<file path="config.mk">
export PLATFORM = sky130hd
export DESIGN_NAME = nibble_unpacker
export DESIGN_NICKNAME = d
export VERILOG_FILES = /design/src/rtl/nibble_pkg.sv /design/src/rtl/nibble_unpacker.sv
export SDC_FILE = /design/constraint.sdc
export NUM_CORES = 1
export LEC_CHECK = 0
export BUFFER_PORTS_ARGS = -buffer_cell sky130_fd_sc_hd__buf_2
export CORE_MARGIN = 2
export CORE_UTILIZATION = 41
export DETAILED_ROUTE_END_ITERATION = 8
export PLACE_DENSITY = 0.68
export SYNTH_ARGS = -nofsm -noshare
export SYNTH_HDL_FRONTEND = slang
export SYNTH_SLANG_ARGS = --single-unit
</file>
<file path="constraint.sdc">
create_clock -name i_CLOCK -period 1.2 [get_ports i_CLOCK]
set_clock_uncertainty 0.1 [all_clocks]
set_input_delay 0.18 -clock i_CLOCK [delete_from_list [all_inputs] [get_ports i_CLOCK]]
set_output_delay 0.18 -clock i_CLOCK [all_outputs]
set_load 0.01 [all_outputs]
</file>
<file path="src/rtl/nibble_pkg.sv">
// Shared definitions for the nibble unpacker and its future packer twin:
// default widths, the two-state FSM encoding and the index-width helper.
package nibble_pkg;

   // Default word and piece widths used by both sides of the packing scheme.
   localparam int WORD_W_DEF  = 8;
   localparam int PIECE_W_DEF = 4;

   // IDLE: nothing held.  EMIT: a word is held and its pieces are offered.
   typedef enum logic [0:0] {
      IDLE = 1'b0,
      EMIT = 1'b1
   } fsm_state_e;

   // Width of a piece index; never narrower than one bit so that a
   // single-piece configuration still has a legal index port.
   function automatic int idx_width(input int n);
      return (n <= 1) ? 1 : $clog2(n);
   endfunction

endpackage

</file>
<file path="src/rtl/nibble_unpacker.sv">
// Nibble unpacker: takes one WORD_W-bit word and emits it as
// WORD_W/PIECE_W pieces, one per piece handshake.  Piece order follows the
// {upper, lower} concatenation packing when MSB_FIRST is set.  The word
// register, piece index and two-state FSM all live here; every output is a
// flop except o_WORD_READY, which looks ahead at the last-piece transfer so
// consecutive words stream without a bubble.
module nibble_unpacker
   import nibble_pkg::*;
#(
   parameter int WORD_W     = WORD_W_DEF,
   parameter int PIECE_W    = PIECE_W_DEF,
   parameter bit MSB_FIRST  = 1'b1,
   localparam int NUM_PIECES = WORD_W / PIECE_W,
   localparam int IDX_W      = idx_width(NUM_PIECES)
) (
   input  logic               i_CLOCK,
   input  logic               i_RESET_N,
   input  logic               i_WORD_VALID,
   output logic               o_WORD_READY,
   input  logic [WORD_W-1:0]  i_WORD,
   output logic               o_PIECE_VALID,
   input  logic               i_PIECE_READY,
   output logic [PIECE_W-1:0] o_PIECE,
   output logic [IDX_W-1:0]   o_PIECE_IDX,
   output logic               o_PIECE_LAST,
   output logic               o_BUSY
);

   // A word must split into a whole, non-zero number of pieces.
   if (PIECE_W < 1 || WORD_W < PIECE_W || (WORD_W % PIECE_W) != 0) begin : g_param_check
      $fatal(1, "nibble_unpacker: WORD_W must be a non-zero multiple of PIECE_W");
   end

   // FSM encodings, kept as plain vectors so the state flop is a simple reg.
   localparam logic [0:0]       ST_IDLE  = IDLE;
   localparam logic [0:0]       ST_EMIT  = EMIT;
   localparam logic [IDX_W-1:0] LAST_IDX = IDX_W'(NUM_PIECES - 1);

   // Registered state.
   logic [0:0]         state_q;
   logic [WORD_W-1:0]  word_q;
   logic [IDX_W-1:0]   idx_q;
   logic [PIECE_W-1:0] piece_q;
   logic               last_q;

   // Next-state values.
   logic [0:0]         state_d;
   logic [WORD_W-1:0]  word_d;
   logic [IDX_W-1:0]   idx_d;
   logic [PIECE_W-1:0] piece_d;
   logic               last_d;

   // Handshake events.
   logic               busy;
   logic               piece_xfer;
   logic               word_ready;
   logic               word_accept;

   assign busy        = (state_q == ST_EMIT);
   assign piece_xfer  = busy & i_PIECE_READY;

   // Accept a word when empty, or when the final piece leaves this cycle.
   // Held low during reset so no word is taken on a reset edge.
   assign word_ready  = i_RESET_N & (~busy | (piece_xfer & last_q));
   assign word_accept = i_WORD_VALID & word_ready;

   // FSM, word register and index counter next-state logic.
   always_comb begin
      state_d = state_q;
      word_d  = word_q;
      idx_d   = idx_q;
      case (state_q)
         ST_IDLE: begin
            if (word_accept) begin
               state_d = ST_EMIT;
               word_d  = i_WORD;
               idx_d   = '0;
            end
         end
         ST_EMIT: begin
            if (piece_xfer) begin
               if (idx_q == LAST_IDX) begin
                  // Last piece gone: reload straight away if a word is
                  // waiting, otherwise drop back to idle.
                  idx_d = '0;
                  if (word_accept) begin
                     word_d = i_WORD;
                  end else begin
                     state_d = ST_IDLE;
                  end
               end else begin
                  idx_d = idx_q + 1'b1;
               end
            end
         end
         default: begin
            state_d = ST_IDLE;
            idx_d   = '0;
         end
      endcase
   end

   // Select the piece that will be on the output after this edge, so the
   // output register is loaded with its final value and stays put under
   // backpressure (word_d and idx_d do not move without a transfer).
   always_comb begin
      piece_d = '0;
      for (int p = 0; p < NUM_PIECES; p++) begin
         if (idx_d == IDX_W'(p)) begin
            if (MSB_FIRST) begin
               piece_d = word_d[WORD_W-1-p*PIECE_W -: PIECE_W];
            end else begin
               piece_d = word_d[p*PIECE_W +: PIECE_W];
            end
         end
      end
   end

   // Last flag follows the index of the piece about to be presented.
   always_comb begin
      last_d = (state_d == ST_EMIT) && (idx_d == LAST_IDX);
   end

   // State, word, index and output registers with synchronous reset.
   always_ff @(posedge i_CLOCK) begin
      if (!i_RESET_N) begin
         state_q <= ST_IDLE;
         word_q  <= '0;
         idx_q   <= '0;
         piece_q <= '0;
         last_q  <= 1'b0;
      end else begin
         state_q <= state_d;
         word_q  <= word_d;
         idx_q   <= idx_d;
         piece_q <= piece_d;
         last_q  <= last_d;
      end
   end

   assign o_WORD_READY  = word_ready;
   assign o_PIECE_VALID = busy;
   assign o_PIECE       = piece_q;
   assign o_PIECE_IDX   = idx_q;
   assign o_PIECE_LAST  = last_q;
   assign o_BUSY        = busy;

endmodule

</file>
==> impl_metrics.tcl, run 1 <==
set metrics [dict create \
    maxCapViolCount 0 \
    synth_edf_count 0 \
    post-route-min-period_ps 1330 \
    synth_common_cells "15 x dfxtp_1, 10 x nor2b_1, 8 x mux2i_1" \
    path_cells "nand3_4 -> a21oi_2 -> mux2i_1 -> o22ai_1" \
    arrival_ps 1400 \
    start_util_pct 44.8 \
    grt_pass1_vias 459 \
    p_int_uw 781 \
    grt_usage_pct 14.5 \
    worstSetupPathType "reg -> reg" \
    cts_max_path_buffers 2 \
    ioPinCount 21 \
    path_max_fanout 5 \
    p_switching_uw 263 \
    die_h_um 42.0 \
    antenna_found_initial 0 \
    gr-total-overflow 0 \
    synth.distinct_cells 16 \
    power_density_nw_per_um2 1220 \
    hold_viol_final 0 \
    status "complete, but fails checks" \
    netlist_instances 55 \
    clkSlewWorstSetupHoldPaths_ps 80 \
    fin_tns_setup_ps -1400 \
    yosysWarnings 0 \
    rsz0062_at_grt "true" \
    finalPower_uw 1040 \
    final_area_um2 852 \
    grt_max_degree 14 \
    avgSynthCellArea_um2 10.7 \
    p_seq_share_pct 52.8 \
    yosysSeqAreaShare_pct 50.8 \
    dieArea_um2 1760 \
    irDropWorstVdd_uv 1110 \
    hold_class "in -> reg" \
    finalCritPeriodShare_pct 111 \
    p_sw_share_pct 25.2 \
    gp_congestion 0.694 \
    drtAntennaViolNets 0 \
    rows 13 \
    final_nets 97 \
    avgViaCountPerCell 4.68 \
    timing.slew.headroom_pct 82.9 \
    maxSlewViolCount 0 \
    initialDrtViolationCount 1 \
    power.clock.fraction_pct 26.7 \
    synth.most_common_cell "dfxtp_1" \
    area_growth_pct 44.3 \
    htreeDepth 1 \
    worstSetupStartpointType "register" \
    ys_seq_elements 15 \
    yosys.area.top_type_share_pct 50.8 \
    total_leakage_power_uw 0.000382 \
    worst_slack_ps -126 \
    fmax_ghz 0.754 \
    drc_errors 0 \
    syn_area_um2 591 \
    async_flop_share_pct 0 \
    vias 463 \
    die_x_um 42.0 \
    cts-root-buf "clkbuf_4" \
    port_buffers 20 \
    hold_ws_ps 59.6 \
    core-area_um2 1320 \
    required_ps 1270 \
    path_buf_inv 0 \
    synthesis.nets 67 \
    place_area_um2 754 \
    comb_power_share_pct 20.5 \
    wl_mm 1.13 \
    wl_per_cell_um 11.4 \
    cts_tree "yes" \
    critPathSlowestCell "dfxtp_4" \
    drive_above_1_share_pct 50.0 \
    synth_top_cells_by_area "dfxtp_1 51%, mux2i_1 14%, nor2b_1 11%" \
    synth_ff_type "dfxtp_1" \
    critical-path-max-stage-delay_ps 380 \
    clk_latency_ps 280 \
    crit_family "flip-flops" \
    setup_viol 16 \
    cts_buffers 3 \
    clkSinkCount 15 \
    violations "setup timing" \
    num_antenna_cells 0 \
    worstMarginPinSlew_ps 256 \
    dp_hpwl_um 861 \
    synth_top_cell_by_area "dfxtp_1" \
    first_pass_iters 2 \
    grt_pass1_wl_mm 1.91 \
    worstSetupEndpointType "register" \
    postLayoutCoreUtil_pct 64.7 \
]
-- metrics by stage --
step / setup WS (ps) / instances
after floorplan: -37.7 / 55
after global placement: -138 / 93
after detailed placement: -125 / 93
after CTS: -136 / 98
after global routing: -218 / 99
final: -126 / 99
-- cells in the final DEF, fill, tap and decap left out --
master / Yosys / routed
mux2i_2: 0 / 2
buf_2: 0 / 18
a21boi_4: 1 / 1
a22oi_2: 0 / 2
buf_6: 0 / 6
mux2i_1: 8 / 6
o22ai_1: 4 / 4
clkbuf_4: 0 / 3
inv_1: 1 / 1
clkbuf_1: 1 / 1
dfxtp_4: 0 / 3
nand3_4: 0 / 1
nand2_1: 5 / 5
a21boi_2: 0 / 1
nand2b_4: 0 / 1
xor2_1: 1 / 1
a21oi_2: 1 / 1
buf_4: 1 / 3
dfxtp_1: 15 / 12
nor2b_1: 10 / 10
and2b_1: 1 / 1
nand2b_1: 2 / 1
-- registers in the layout, summed over array words and instances (netlist names) --
| name | flops |
|---|---|
| o_PIECE_IDX | 1 |
| o_BUSY | 1 |
| word_q | 8 |
| o_PIECE | 4 |
| o_PIECE_LAST | 1 |
-- power by group through the flow --
stage / registers (µW) / clock network [µW] / logic (µW)
2_1_floorplan: 570 / 0 / 91.3
3_3_place_gp: 560 / 0 / 174
3_5_place_dp: 561 / 0 / 175
4_1_cts: 551 / 289 / 201
5_1_grt: 555 / 306 / 235
6_report: 551 / 278 / 214
-- routing by layer --
| layer | vias up | wire, µm | track usage (%) |
|---|---|---|---|
| li1 | 244 | - | - |
| met1 | 201 | 498 | 16.4 |
| met2 | 14 | 527 | 23.8 |
| met3 | 4 | 66 | 3.48 |
| met4 | 0 | 40 | 9.68 |
| met5 | - | 0 | 0 |
-- tightest hold or removal path: stages --
cell,delay [ps]
buf_2,70
mux2i_1,50
nor2b_1,90
-- kinds of logic (layout without fill, tap and decap cells) --
kind of cell / after synthesis / after routing / synth area share, %
AND/OR/NAND/NOR: 19 / 19 / 18.9
flip-flops: 15 / 15 / 50.8
AO/OA/AOI/OAI: 9 / 9 / 12.7
multiplexers: 8 / 8 / 13.6
buffers and inverters: 3 / 32 / 2.54
XOR/XNOR: 1 / 1 / 1.48
-- cell type report --
cell class / instances / area [µm²]
fill: 122 / 465
sequential: 15 / 312
multi-input combinational: 37 / 312
timing repair buffer: 27 / 180
clock buffer: 4 / 26.3
tap: 15 / 18.8
inverter: 1 / 3.75
-- final timing paths --
path	cells past startpoint	end	slack, ps	startpoint
setup / recovery	4	o_PIECE[3]	-130	o_PIECE_IDX
hold / removal	3	word_q[0]	60	i_WORD[0]
setup reg to reg	4	o_PIECE[3]	-130	o_PIECE_IDX
hold reg to reg	2	o_PIECE[0]	380	word_q[0]
-- repair_timing --
item | 4_1_cts | 5_1_grt
endpoints found under the setup margin | 17 | 17
pin swaps | 2 | 1
buffers inserted | 1 | 1
gates resized for setup | 8 | 5
hold buffers | 0 | 0
(Power assumes the default switching activity.)
==> run 2, diff against run 1 <==
--- a/config.mk
+++ b/config.mk
@@ -6,6 +6,7 @@
 export NUM_CORES = 1
 export LEC_CHECK = 0
 export BUFFER_PORTS_ARGS = -buffer_cell sky130_fd_sc_hd__buf_2
+export CORE_ASPECT_RATIO = 0.9
 export CORE_MARGIN = 2
 export CORE_UTILIZATION = 41
 export DETAILED_ROUTE_END_ITERATION = 8
==> run 2 against run 1 <==
Net effect: the flow still finishes with violations (setup timing); clock power grew 1%; design area up 8.2%; sequential share of layout area is 2.8 points lower; fmax shrank 3.4%; first-iteration DRC count rose to 11 times the previous value; worst hold slack better by 15 ps; worst setup slack got worse by 46 ps; critical path type is now reg -> out; highest routed layer unchanged.
==> impl_metrics.tcl, run 2 (same netlist as run 1, synthesis figures left out) <==
set metrics [dict create \
    first_pass_iters 2 \
    layout_common_cells "17 x buf_2, 12 x dfxtp_1, 9 x nor2b_1, 9 x buf_6" \
    seq_area_um2 312 \
    port_buffers 20 \
    hold_viol_final 0 \
    gp_congestion 0.792 \
    clkSlewWorstSetupHoldPaths_ps 90 \
    setup_viol 18 \
    ioPinCount 21 \
    cts_tree "yes" \
    core-area_um2 1290 \
    maxSlewViolCount 0 \
    worstSetupEndpointType "primary output" \
    drtAntennaViolNets 0 \
    power.clock.fraction_pct 26.0 \
    dp_hpwl_um 811 \
    vias 480 \
    status "complete, but fails checks" \
    min-delay-start "i_WORD[0]" \
    hold_path_end "word_q[0]" \
    wl_mm 1.27 \
    p_sw_share_pct 26.3 \
    r2r_start "o_PIECE_IDX" \
    start_util_pct 45.7 \
    clkSinkCount 15 \
    grt_usage_pct 16.6 \
    total_leakage_power_uw 0.000408 \
    r2r_cells 5 \
    worst_slack_ps -173 \
    r2r_setup_slack_ps -160 \
    fmax_ghz 0.728 \
    drive_above_1_share_pct 56.3 \
    p_switching_uw 285 \
    irDropWorstVdd_uv 720 \
    path_max_fanout 5 \
    antenna_found_initial 0 \
    final_common_cell "buf_2" \
    grt_pass1_vias 458 \
    timing.slew.headroom_pct 85.4 \
    grt_max_degree 14 \
    required_ps 920 \
    hold_depth 3 \
    hold_class "in -> reg" \
    htreeDepth 1 \
    violations "setup timing" \
    wl_per_cell_um 12.5 \
    power_density_nw_per_um2 1170 \
    rows 12 \
    worstSetupStartpointType "register" \
    worstSetupPathType "reg -> out" \
    largest_register_ffs 8 \
    fin_tns_setup_ps -1890 \
    hold_ws_ps 74.1 \
    drc_errors 0 \
    comb_power_share_pct 23.0 \
    arrival_ps 1090 \
    grt_pass1_wl_mm 1.96 \
    dieArea_um2 1760 \
    rsz0062_at_grt "true" \
    nFillCells 95 \
    largest_register "word_q" \
    gr-total-overflow 0 \
    cts_buffers 3 \
    initialDrtViolationCount 11 \
    p_int_uw 798 \
    die_h_um 40.0 \
    rr_endpoint "o_PIECE[0]" \
    clk_latency_ps 280 \
    p_seq_share_pct 51.0 \
    post-route-min-period_ps 1370 \
    worstMarginPinSlew_ps 213 \
    cts_max_path_buffers 2 \
    maxCapViolCount 0 \
    area_growth_pct 56.1 \
    die_x_um 44.0 \
    finalCritPeriodShare_pct 114 \
    final_nets 100 \
    dp_slack_ps -139 \
    multiInputGateArea_um2 333 \
    avgViaCountPerCell 4.75 \
    num_antenna_cells 0 \
    cts-root-buf "clkbuf_4" \
]
[run 2: cell count changes in the layout (fill, tap and decap cells not counted), sizes merged]
| cell | change |
|---|---|
| buf | +3 |
| clkbuf | -1 |
| clkinv | +1 |
[run 2: what timing repair did]
item	CTS	global route
setup endpoints to repair	17	19
setup buffers	4	1
pin swaps	4	1
gates resized for setup	15	6
hold buffers	0	0
[run 2: worst max-delay path: stages, from the launching register on]
cell	delay [ps]
dfxtp_4	390
buf_6	140
a21boi_2	130
buf_2	140
[run 2: area by class of cell]
class | count | area share [%]
Timing Repair Buffer | 30 | 24.8
Clock buffer | 3 | 2.44
Clock inverter | 1 | 0.543
Multi-Input combinational cell | 37 | 36.1
Inverter | 1 | 0.407
Sequential cell | 15 | 33.8
Tap cell | 14 | 1.90
[run 2: routing by layer]
metal	up-vias	share of wire (%)	global-route usage [%]
met1	209	43	19.4
met3	2	4.6	6.76
met4	0	1.1	4.55
met5	-	0	0
li1	251	-	-
met2	18	51	28.7
[run 2: per-stage QoR]
stage | instance area (µm²) | power [µW] | instances | util [%]
after floorplan | 609 | 661 | 55 | -
after global placement | 753 | 734 | 92 | 58.3
after detailed placement | 753 | 736 | 92 | 58.3
after CTS | 880 | 1070 | 100 | 68.1
after global routing | 922 | 1140 | 101 | 71.4
final | 922 | 1080 | 101 | 71.4
[run 2: how the worst max path moves through the flow]
stage	from	endpoint	slack, ps	cells after the start
floorplan	o_PIECE_IDX	o_PIECE[1]	-40	4
global placement	o_PIECE_IDX	o_PIECE[2]	-140	4
detailed placement	o_PIECE_IDX	o_PIECE[2]	-140	4
CTS	o_PIECE_IDX	o_PIECE[1]	-150	4
global route	o_PIECE_IDX	word_q[0]	-250	5
finish	o_BUSY	o_WORD_READY	-170	3
[run 2: power by group through the flow]
stage          logic, µW  registers (µW)  clock network [µW]
2_1_floorplan       91.3             570                   0
3_3_place_gp         175             559                   0
3_5_place_dp         176             560                   0
4_1_cts              228             551                 290
5_1_grt              270             557                 310
6_report             249             552                 282
==> run 3, diff against run 2 <==
--- a/config.mk
+++ b/config.mk
@@ -6,11 +6,11 @@
 export NUM_CORES = 1
 export LEC_CHECK = 0
 export BUFFER_PORTS_ARGS = -buffer_cell sky130_fd_sc_hd__buf_2
-export CORE_ASPECT_RATIO = 0.9
 export CORE_MARGIN = 2
 export CORE_UTILIZATION = 41
 export DETAILED_ROUTE_END_ITERATION = 8
 export PLACE_DENSITY = 0.68
+export SLEW_MARGIN = 15
 export SYNTH_ARGS = -nofsm -noshare
 export SYNTH_HDL_FRONTEND = slang
 export SYNTH_SLANG_ARGS = --single-unit
==> constraint.sdc (replaced) <==
create_clock -name i_CLOCK -period 1.2 [get_ports i_CLOCK]
set_clock_uncertainty 0.1 [all_clocks]
set_input_delay 0.12 -clock i_CLOCK [delete_from_list [all_inputs] [get_ports i_CLOCK]]
set_output_delay 0.12 -clock i_CLOCK [all_outputs]
set_load 0.01 [all_outputs]
==> run 3 against run 2 <==
Net effect: the flow still finishes with violations (setup timing); total power is 3.9% lower; critical path depth is 1 higher; worst setup slack better by 43 ps; die area hardly changed; fmax is 3.2% higher; global-route usage is 2.2 points lower; flip-flop and latch count stayed put; first-iteration DRC count is 73% lower.
==> impl_metrics.tcl, run 3 (same netlist as run 1, synthesis figures left out) <==
set metrics [dict create \
    worst_slack_ps -130 \
    largest_register "word_q" \
    dp_slack_ps -125 \
    ioPinCount 21 \
    final_area_um2 852 \
    grt_max_degree 14 \
    start_util_pct 44.8 \
    final_common_cell "buf_2" \
    required_ps 1270 \
    dieArea_um2 1760 \
    nFillCells 120 \
    hold_class "in -> reg" \
    final_nets 98 \
    worstMarginPinSlew_ps 252 \
    die_h_um 42.0 \
    core-area_um2 1320 \
    hold_viol_final 0 \
    finalCritPeriodShare_pct 111 \
    num_antenna_cells 0 \
    total_leakage_power_uw 0.000384 \
    htreeDepth 1 \
    timing.slew.headroom_pct 83.2 \
    seq_area_um2 312 \
    grt_pass1_vias 452 \
    clkSlewWorstSetupHoldPaths_ps 80 \
    setup_viol 15 \
    post-route-min-period_ps 1330 \
    violations "setup timing" \
    worstSetupEndpointType "register" \
    rows 13 \
    avgViaCountPerCell 4.70 \
    dp_hpwl_um 861 \
    area_growth_pct 44.3 \
    gp_congestion 0.694 \
    port_buffers 20 \
    cts_buffers 3 \
    layout_common_cells "19 x buf_2, 12 x dfxtp_1, 10 x nor2b_1" \
    grt_usage_pct 14.5 \
    grt_pass1_wl_mm 1.89 \
    vias 470 \
    cts_tree "yes" \
    multiInputGateArea_um2 312 \
    largest_register_ffs 8 \
    worstSetupStartpointType "register" \
    place_area_um2 754 \
    maxSlewViolCount 0 \
    cts_max_path_buffers 2 \
    die_x_um 42.0 \
    first_pass_iters 4 \
    initialDrtViolationCount 3 \
    worstSetupPathType "reg -> reg" \
    irDropWorstVdd_uv 1110 \
    fmax_ghz 0.752 \
    arrival_ps 1400 \
    hold_ws_ps 23.5 \
    gr-total-overflow 0 \
    drive_above_1_share_pct 49.4 \
    power_density_nw_per_um2 1220 \
    maxCapViolCount 0 \
    finalPower_uw 1040 \
    clk_latency_ps 280 \
    drc_errors 0 \
    cts-root-buf "clkbuf_4" \
    path_max_fanout 5 \
    wl_per_cell_um 11.5 \
    wl_mm 1.15 \
    status "complete, but fails checks" \
    rsz0062_at_grt "true" \
    antenna_found_initial 0 \
    clkSinkCount 15 \
    drtAntennaViolNets 0 \
]
[run 3: path summary, 6_finish.rpt]
check              start    endpoint  slack (ps)  cells past startpoint
max          o_PIECE_IDX  o_PIECE[3]        -130                      4
min            i_WORD[1]   word_q[1]          20                      3
max reg2reg  o_PIECE_IDX  o_PIECE[3]        -130                      4
min reg2reg    word_q[0]  o_PIECE[0]         380                      2
[run 3: layout make-up]
| type | instances | share of cell area, % |
|---|---|---|
| repair buffers | 28 | 21.1 |
| flip-flops and latches | 15 | 36.6 |
| inverters | 1 | 0.441 |
| multi-input cells | 37 | 36.6 |
| clock buffers | 4 | 3.08 |
| well taps | 15 | 2.20 |
[run 3: per-layer routing]
layer | GRT usage (%) | vias up | wire [µm]
met1 | 16.1 | 204 | 504
met3 | 3.48 | 4 | 67
met4 | 9.68 | 0 | 40
met5 | 0 | - | 0
li1 | - | 246 | -
met2 | 24.1 | 16 | 538
[run 3: through the flow]
step	instances	utilization, %	setup TNS (ps)
2_1_floorplan	55	-	-134
3_3_place_gp	93	57.3	-959
3_5_place_dp	93	57.3	-1060
4_1_cts	99	62.9	-1230
5_1_grt	100	64.7	-2230
6_report	100	64.7	-1170
[run 3: critical path, cell delays in order (launching register included)]
cell and delay [ps]:
dfxtp_4 380, nand3_4 90, a21oi_2 260, mux2i_1 280, o22ai_1 110
[run 3: repair_timing]
| item | 4_1_cts | 5_1_grt |
|---|---|---|
| buffers inserted | 1 | 1 |
| hold buffers | 1 | 0 |
| hold endpoints to repair | 1 | 0 |
| cloned | 0 | 0 |
| gates resized for setup | 7 | 4 |
| setup endpoints to repair | 15 | 16 |
| pin swaps | 1 | 1 |
[run 3: report_power, final]
part,leakage (µW),internal (µW),switching (µW)
Combinational,0.000244,119,92.4
Sequential,0.000125,530,21.4
Clock,0.0000150,129,149
